## src/rtl/jump_lut.sv

```systemverilog
// Branch-target lookup table: DEPTH labelled PC targets with valid bits, cleared one per cycle
// after reset. Define JUMP_LUT_BYPASS_EN to forward a same-cycle write to a same-label lookup.
module jump_lut #(
    parameter int unsigned LABEL_W = 8,
    parameter int unsigned PC_W    = 12,
    parameter int unsigned DEPTH   = 64
) (
    input  logic               clk,
    input  logic               rst_n,
    output logic               init_busy,
    input  logic               wr_en,
    input  logic [LABEL_W-1:0] wr_label,
    input  logic [PC_W-1:0]    wr_pc,
    input  logic               lk_valid,
    input  logic [LABEL_W-1:0] lk_label,
    output logic               lk_ready,
    output logic               rs_valid,
    output logic [PC_W-1:0]    next_pc,
    output logic               hit,
    output logic [15:0]        miss_count
);

    localparam int unsigned IDX_W = (DEPTH > 2) ? $clog2(DEPTH) : 1;

    typedef enum logic {StInit, StRun} state_e;

    state_e             state_q, state_d;
    logic [IDX_W-1:0]   clr_ptr_q, clr_ptr_d;
    logic [PC_W-1:0]    tgt_mem [DEPTH];
    logic [DEPTH-1:0]   valid_q;

    logic               rs_valid_q;
    logic [PC_W-1:0]    next_pc_q;
    logic               hit_q;
    logic [15:0]        miss_q;

    logic               wr_in_range, lk_in_range;
    logic [IDX_W-1:0]   wr_idx, lk_idx;
    logic               wr_fire, lk_fire;
    logic               lk_hit_d;
    logic [PC_W-1:0]    lk_pc_d;

    assign wr_in_range = 32'(wr_label) < DEPTH;
    assign lk_in_range = 32'(lk_label) < DEPTH;
    assign wr_idx      = wr_label[IDX_W-1:0];
    assign lk_idx      = lk_label[IDX_W-1:0];

    assign init_busy = (state_q == StInit);
    assign lk_ready  = ~init_busy;
    assign wr_fire   = (state_q == StRun) && wr_en && wr_in_range;
    assign lk_fire   = lk_valid && lk_ready;

    always_comb begin
        state_d   = state_q;
        clr_ptr_d = clr_ptr_q;
        if (state_q == StInit) begin
            clr_ptr_d = clr_ptr_q + 1'b1;
            if (clr_ptr_q == IDX_W'(DEPTH - 1)) begin
                state_d   = StRun;
                clr_ptr_d = '0;
            end
        end
    end

    always_ff @(posedge clk or negedge rst_n) begin
        if (!rst_n) begin
            state_q   <= StInit;
            clr_ptr_q <= '0;
        end else begin
            state_q   <= state_d;
            clr_ptr_q <= clr_ptr_d;
        end
    end

    // Storage is never reset; INIT sweeps the valid bits instead.
    always_ff @(posedge clk) begin
        if (state_q == StInit) begin
            valid_q[clr_ptr_q] <= 1'b0;
        end else if (wr_fire) begin
            valid_q[wr_idx] <= 1'b1;
            tgt_mem[wr_idx] <= wr_pc;
        end
    end

    always_comb begin
        lk_hit_d = lk_in_range && valid_q[lk_idx];
        lk_pc_d  = lk_hit_d ? tgt_mem[lk_idx] : '0;
`ifdef JUMP_LUT_BYPASS_EN
        if (wr_fire && (wr_label == lk_label)) begin
            lk_hit_d = 1'b1;
            lk_pc_d  = wr_pc;
        end
`endif
    end

    always_ff @(posedge clk or negedge rst_n) begin
        if (!rst_n) begin
            rs_valid_q <= 1'b0;
            next_pc_q  <= '0;
            hit_q      <= 1'b0;
            miss_q     <= '0;
        end else begin
            rs_valid_q <= lk_fire;
            if (lk_fire) begin
                next_pc_q <= lk_pc_d;
                hit_q     <= lk_hit_d;
                if (!lk_hit_d && (miss_q != 16'hFFFF)) begin
                    miss_q <= miss_q + 16'd1;
                end
            end
        end
    end

    assign rs_valid   = rs_valid_q;
    assign next_pc    = next_pc_q;
    assign hit        = hit_q;
    assign miss_count = miss_q;

endmodule

```

## config.mk

```make
export PLATFORM = sky130hd
export DESIGN_NAME = jump_lut
export DESIGN_NICKNAME = d
export VERILOG_FILES = /design/src/rtl/jump_lut.sv
export SDC_FILE = /design/constraint.sdc
export NUM_CORES = 1
export LEC_CHECK = 0
export BUFFER_PORTS_ARGS = -buffer_cell sky130_fd_sc_hd__buf_2
export CAP_MARGIN = 5
export CORE_AREA = 8 8 232 324
export DETAILED_ROUTE_END_ITERATION = 12
export DIE_AREA = 0 0 240 332
export HOLD_SLACK_MARGIN = 0.12
export PLACE_DENSITY_LB_ADDON = 0.12
export SLEW_MARGIN = 0
export SYNTH_ARGS = -nofsm -noshare
export SYNTH_HDL_FRONTEND = slang
export SYNTH_SLANG_ARGS = --single-unit
```

## constraint.sdc

```tcl
create_clock -name clk -period 5.9 [get_ports clk]
set_input_delay 0.885 -clock clk [delete_from_list [all_inputs] [get_ports clk]]
set_output_delay 0.885 -clock clk [all_outputs]
set_load 0.02 [all_outputs]
```

---- After elaboration in Yosys (flattened, before gate mapping) ----
Memories as Yosys holds them, arrays and structs flattened.
Index checks and enable logic that the tools add are counted.
storage, ports and cells
  flip-flop bits (word level) ............. 101
  bits in latches ......................... 0
  RAM bits ................................ 768
  bits in read-only memories .............. 0
  input port bits ......................... 32
  output and inout port bits .............. 32
  logic and storage cells ................. 48
  memories kept ........................... 1
cells by class
  add/subtract/negate cells ............... 2
  $mul .................................... 0
  divide/modulo/power cells ............... 0
  order comparisons ....................... 7
  eq/ne operators ......................... 3
  shifts and indexed selects .............. 0
  multiplexer cells ....................... 15
  bitwise operators ....................... 4
  reductions and logical operators ........ 9
memories
  name     depth  width  read ports  clocked after memory_dff  wr ports  RTL line  source
  tgt_mem  64     12     1           0                         1         29        logic [PC_W-1:0] tgt_mem [DEPTH];
operators by type and width
  kind                                                               count
  two-way mux 64 bit                                                 2
  AND 64 bit                                                         1
  inverter 64 bit                                                    1
  bitwise OR 64 bit                                                  1
  < comparator 6 x 7 -> 1 bit, second input constant                 3
  adder 16 x 1 -> 16 bit, second input constant                      1
  < comparator 8 x 7 -> 1 bit, second input constant                 2
  != test 16 bit, second input constant                              1
  demux 1 bit (select 6 bit)                                         2
  greater-or-equal comparator 6 x 1 -> 1 bit, second input constant  2
  two-way mux 12 bit                                                 1
  two-way mux 1 bit                                                  8
  logical AND 1 bit                                                  7
  adder 6 x 1 -> 6 bit, second input constant                        1
  binary-select mux 1 bit (select 6 bit)                             1
  equality test 6 bit, second input constant                         1
  two-way mux 6 bit                                                  1
  != test 2 x 1 -> 1 bit, second input constant                      1
  AND reduction 2 bit                                                1
  logical NOT 1 bit                                                  1
  inverter 1 bit                                                     1

---- Depth between registers and ports, before layout ----
Gate-level depths: netlist of run 1.
  depth in word-level cells ............... 7
  gate-level depth with buffers ........... 10
  mapped depth without buffers ............ 7

---- Worst setup path after synthesis of run 1 ----
Ideal clock, no wire load.
  path kind ............................... in2reg
  start point ............................. input wr_en
  end point ............................... register valid_q[0], enable pin
  setup time .............................. 433 ps
  arrival time ............................ 3095 ps
  data required time ...................... 5467 ps
  path slack .............................. 2372 ps
  stages on the path ...................... 3
  buffers on the path ..................... 0
  path through ............................ nand2_1 -> nor3_1 -> nand2b_1
on the way
  longest elaborated chain between the ends .. 3
RTL lines
  what                                     RTL line  source
  start: declaration                       11        input logic wr_en,
  logical AND 1 bit (2 in a row)           50        assign wr_fire = (state_q == StRun) && wr_en && wr_in_range;
  != test 2 x 1 -> 1 bit (no source line)  --
  end signal: indexed assignment           78        valid_q[clr_ptr_q] <= 1'b0;
  end signal: indexed assignment           80        valid_q[wr_idx] <= 1'b1;
  end: declaration                         30        logic [DEPTH-1:0] valid_q;
No other way between the ends.
A chain may end at the register's enable or synchronous reset.

---- Worst setup path after layout of run 1 ----
  start point ............................. register state_q, in the netlist lk_ready
  end point ............................... register next_pc_q[6], in the netlist next_pc[6]
on the way
  longest elaborated chain between the ends .. 1
RTL lines
  what                      RTL line  source
  start: declaration        27        state_e state_q, state_d;
  start signal: assignment  67        state_q <= StInit;
  start signal: assignment  70        state_q <= state_d;
  logical AND 1 bit         51        assign lk_fire = lk_valid && lk_ready;
  end signal: assignment    105       next_pc_q <= lk_pc_d;
  end: declaration          33        logic [PC_W-1:0] next_pc_q;
No other way between the ends.

==> impl_results.md, run 1 <==
- Outcome: finished clean
- Net switching share of the total power: approximately a fifth
- WS Path Type: reg2reg
- Avg Inst Size Synth: 19.1 um^2
- Antenna violations before repair: 0
- Crit end category: register
- Worst R2R Setup Slack: 1.23 ns
- Total vias in the final route: 18400
- Post-route setup TNS: 0 ns
- Initial Utilization: 49.3%
- # IOs: 64
- Min-delay worst type: in2async
- Nets@finish: 1984
- Site Rows: ~120
- Pre-CTS setup slack: 1.19 ns
- Setup ws final: around 1.2 ns
- Clock skew: 0.0256 ns
- Fin crit share: 79.1%
- DRC viols: 0
- IO Port Bufs: 63
- Final ANT Viol Nets: 0
- Clock-pin slew on the worst setup and hold paths: 0.06 ns
- Worst R2R Path Depth: 4
- Hold_buf cts: 0
- Setup crit start: lk_ready
- # Max-Cap Violations: 0
- Synth unique cells: 49
- Post-synthesis sequential area ratio: 74.5%
- Post-synthesis cell count: 1820
- Share of cells above drive strength 1: 25.0%
- Pins Over Slew Limit: 0
- Critical Path Fanout Max: 22
- CTS Root Buffer Type: clkbuf_16
- DP Area: 36500 um^2
- Global-route met1 utilization: ~29%
- Post-synth ARST share: 4.26%
- Via density: 6.22
- Post-CTS Setup Inserts: 0
- Antenna diodes: 0
- Number of detailed-route iterations in the first pass: 5
- Gr busiest metal: met2
- Die Ht: 332 um
- Largest net degree at the start of global routing: 133
- Sink Count: 869
- Tot GR Track Use: 22.5%
- Combinational Power Share: 4.3%
- Crit Reg-Reg Startpoint: lk_ready
- Total core area: ~70000 um^2
- Final Hold Vio Count: 0
- PostCTS Resize Cnt: 0
- Post-synthesis register bit count: 869
- RR Endpoint: next_pc[6]
- Synth Warn #: 0
- Commonest cells after routing, fill and taps aside: edfxtp_1, mux4_2, o21ai_0
- Predominant post-synthesis flop cell: edfxtp_1
- Max-slew headroom: roughly a tenth
- Flop pwr share: 54.1%
- Post-layout minimum cycle time: 4.67 ns
- CP startpoint kind: register
- Share of the core filled with cells: 55.4%
- First-pass GRT wire length: between 100000 and 150000 um
- Tightest Pin Transition: 1.34 ns
- F_max: between 200 and 250 MHz
- Global Route met2 Usage: 38.8%
- Sw Pwr: roughly 2600 uW
- Power per Cell Area: 319 nW/um^2
- Initial DRC count: 1821
- P&R area growth vs syn: 12.4%
- Die area: 79700 um^2
- Wire per inst: 30.2 um
- Final HPWL DP: approximately 53000 um
- Total wire length: 89200 um
- FILL cells: 5506
- Die X: between 200 and 250 um
- Global route overflow: 0
- Worst skew pair latency: 0.63 ns
- Setup violators final: 0
- LEAKAGE: 0.0127 uW
- Post-Syn Nets: 1854
- Clock tree from TritonCTS: built
- Num CTS Buffers: 80
- Clock buffer depth: 3
- GPL Wtd Cong: 0.834
- Worst Path Required: around 6.4 ns
- RSZ-0062 raised after global routing: no
- Clock network power share: 41.7%
- Final instance area: a little under 40000 um^2
- Worst EP arrival: 5.16 ns
- Commonest non-fill, non-tap cell in the layout: edfxtp_1
- Synthesized area: ~35000 um^2
- H-tree levels: 3
- Max rail drop VDD: 0.000234 V
- Vias in the first global route: 19000
- Post-synth EDFFs: 832
- Internal Pwr Total: 9920 uW
- Met3 Use GR: 3.09%
worst max path at each step:
stage	endpoint	cells after the start	slack (ns)
floorplan	valid_q[0]	3	2.37
global placement	next_pc[7]	5	1.26
detailed placement	next_pc[3]	5	1.19
CTS	next_pc[11]	4	1.19
global route	next_pc[9]	4	1.08
finish	next_pc[6]	4	1.23
power groups by stage:
stage	Combinational, uW	Sequential, uW	Clock [uW]
2_1_floorplan	299	6880	0
3_3_place_gp	533	6880	0
3_5_place_dp	539	6880	0
4_1_cts	538	6740	5290
5_1_grt	564	6740	5510
6_report	531	6740	5200
kinds of logic (layout without fill, tap and decap cells):
kind of cell | after synthesis | count (layout) | synth area share, %
buf+inv | 120 | 310 | 1.81
flops | 869 | 869 | 74.5
xor+xnor | 18 | 18 | 0.453
simple gates | 237 | 237 | 3.34
mux | 217 | 217 | 13.7
fa+ha+maj | 2 | 2 | 0.0719
compound gates | 357 | 357 | 6.15
layout make-up:
type	instances	area, um^2	area share, %
repair buffers	162	1130	2.89
clock buffers	98	2110	5.40
well taps	944	1180	3.02
flip-flops and latches	869	25900	66.3
inverters	6	22.5	0.0576
clock inverters	44	482	1.23
multi-input cells	831	8270	21.1
sequential cells by signal, indices dropped and copies added, names as in the netlist:
| name | cells |
|---|---|
| lk_ready | 1 |
| miss_count | 16 |
| clr_ptr_q | 6 |
| rs_valid | 1 |
| hit | 1 |
| valid_q | 64 |
| tgt_mem | 768 |
| next_pc | 12 |
cells in the mapped netlist, drive strengths merged (8+ instances only):
master,number,area (um^2)
o211a,12,120
nor3,9,45.0
nand3,39,200
buf,56,388
edfxtp,832,25000
mux4,206,4640
nand2,47,176
nand3b,8,60.1
clkbuf,58,218
xnor2,17,149
a22oi,74,556
a22o,24,210
dfrtp,37,926
nand4,8,56.3
o21ai,139,696
or3,8,50.1
a21oi,100,500
nor2,82,308
per-stage QoR:
| stage | total power (uW) | std cells | hold slack, ns |
|---|---|---|---|
| 3_3_place_gp | 7410 | 2810 | 0.483 |
| 3_5_place_dp | 7420 | 2810 | 0.483 |
| 5_1_grt | 12800 | 2954 | 0.257 |
| 4_1_cts | 12600 | 2952 | 0.493 |
| 2_1_floorplan | 7180 | 1820 | 0.530 |
| 6_report | 12500 | 2954 | 0.255 |
metal layers:
layer  vias up  routed length [um]
met5         -                   0
met2       698               47100
met3       161                5000
li1       7770                   -
met4         0                3130
met1      9757               34000
critical path, stage by stage (launching register included):
cell	delay [ns]
dfrtp_1	0.72
nand2_1	0.77
inv_1	1.25
nand3_1	1.29
o211a_1	0.47
Note: power is estimated with default switching activity, not from simulation.
==> inputs of run 2 (changes only) <==
==> constraint.sdc (replaced) <==
create_clock -name clk -period 4.2 [get_ports clk]
set_input_delay 0.63 -clock clk [delete_from_list [all_inputs] [get_ports clk]]
set_output_delay 0.63 -clock clk [all_outputs]
set_load 0.02 [all_outputs]
==> impl_results.md, run 2 (synthesized netlist as in run 1, its figures left out) <==
- Slowest stage delay, CP: 0.51 ns
- Outcome: finished clean
- Power Total: 17800 uW
- Final Hold Vio Count: 0
- Nets@finish: around 2000
- Initial Utilization: 49.3%
- First-pass GRT wire length: 131000 um
- Num CTS Buffers: 80
- Hold_ws: 0.179 ns
- CP startpoint kind: primary input
- Clock buffer depth: 3
- Pre-CTS setup slack: 0.847 ns
- FILL cells: ~5500
- Final ANT Viol Nets: 0
- Number of detailed-route iterations in the first pass: 7
- Worst Path Required: approximately 4.7 ns
- Via density: roughly 6.2
- Clock skew: around 0.020 ns
- P&R area growth vs syn: 13.5%
- Initial DRC count: 1983
- Max reg flops: 768
- Total vias in the final route: 18400
- Antenna violations before repair: 1
- Critical Path Fanout Max: 48
- # Max-Cap Violations: 0
- Total wire length: 89400 um
- Fin crit share: 63.5%
- Top delay family on crit path: buffers and inverters
- Die Ht: between 300 and 400 um
- Post-route setup TNS: 0 ns
- Max-slew headroom: 14.7%
- WP buf/inv: 3
- Worst EP arrival: between 3 and 4 ns
- DRC viols: 0
- RSZ-0062 raised after global routing: no
- Largest reg by FF count: tgt_mem
- Largest net degree at the start of global routing: 68
- Tot GR Track Use: approximately 23%
- Antenna diodes: 0
- Max rail drop VDD: roughly 0.00034 V
- CP max stage cell: mux4_2
- GPL Wtd Cong: 0.839
- Die X: 240 um
- H-tree levels: 3
- Sink Count: about 870
- Hold_buf cts: 0
- Most frequent CP cell: buf_4
- Die area: around 80000 um^2
- Critical-path cell list: buf_8 > buf_4 > buf_4 > mux4_2 > a22oi_1 > nand2_1 > a21oi_1 > nand3_1 > o211a_1
- Pins Over Slew Limit: 0
- Setup ws final: 1.53 ns
- Vias in the first global route: 19200
- Total core area: just over 70000 um^2
- PostCTS Resize Cnt: 0
- Commonest non-fill, non-tap cell in the layout: edfxtp_1
- Reg area: 25900 um^2
- Site Rows: 116
- Clock-pin slew on the worst setup and hold paths: approximately 0.06 ns
- Worst skew pair latency: 0.63 ns
- WS Path Type: in2reg
- Post-layout minimum cycle time: about 2.7 ns
- Area of the multi-input gates: 8260 um^2
- # IOs: 64
- Post-CTS Setup Inserts: 0
- LEAKAGE: 0.0129 uW
- CTS Root Buffer Type: clkbuf_16
- Crit end category: register
- Setup violators final: 0
- Share of cells above drive strength 1: 25.8%
- Power per Cell Area: around 450 nW/um^2
- Wire per inst: about 30 um
- Commonest cells after routing, fill and taps aside: edfxtp_1, mux4_2, o21ai_0
- Share of the core filled with cells: between 50% and 60%
- Final HPWL DP: 55300 um
- Min-delay worst type: in2async
- Clock tree from TritonCTS: built
- F_max: between 300 and 400 MHz
- Tightest Pin Transition: 1.28 ns
- IO Port Bufs: 63
- Global route overflow: 0
-- run 2: power by group --
group | internal, uW | total (uW) | leakage [uW] | switching [uW]
sequential | 9470 | 9470 | 0.00813 | 0
combinational | 274 | 766 | 0.00342 | 492
clock | 4430 | 7530 | 0.00135 | 3100
total | 14200 | 17800 | 0.0129 | 3590
-- run 2: cell type report --
cell class	instances	share of cell area, %
clock buffers	117	6.02
clock inverters	30	0.907
inverters	6	0.0571
multi-input cells	831	20.9
flip-flops and latches	869	65.6
well taps	944	2.99
repair buffers	183	3.45
-- run 2: routing by layer --
| layer | vias up | part of all wire [%] | global-route usage, % |
|---|---|---|---|
| li1 | 7821 | - | - |
| met1 | 9705 | 39 | 29.0 |
| met2 | 707 | 51 | 37.8 |
| met3 | 174 | 5.7 | 3.79 |
| met4 | 0 | 4.1 | 9.28 |
| met5 | - | 0 | 0 |
-- run 2: final timing paths --
| kind | slack, ns | cells after the start | endpoint | from |
|---|---|---|---|---|
| setup / recovery | 1.53 | 9 | next_pc[6] | lk_label[0] |
| hold / removal | 0.18 | 1 | miss_count[4] | rst_n |
| setup reg to reg | 1.60 | 6 | miss_count[13] | lk_ready |
| hold reg to reg | 0.51 | 1 | miss_count[6] | miss_count[6] |
| max in group asynchronous | 3.38 | 1 | rs_valid | rst_n |
| min in group clk | 0.47 | 1 | tgt_mem[8][5] | wr_pc[5] |
-- run 2: stage by stage --
step	cell area, um^2	cells
3_3_place_gp	36700	2833
3_5_place_dp	36700	2833
5_1_grt	39500	2980
2_1_floorplan	34800	1820
6_report	39500	2980
4_1_cts	39500	2980
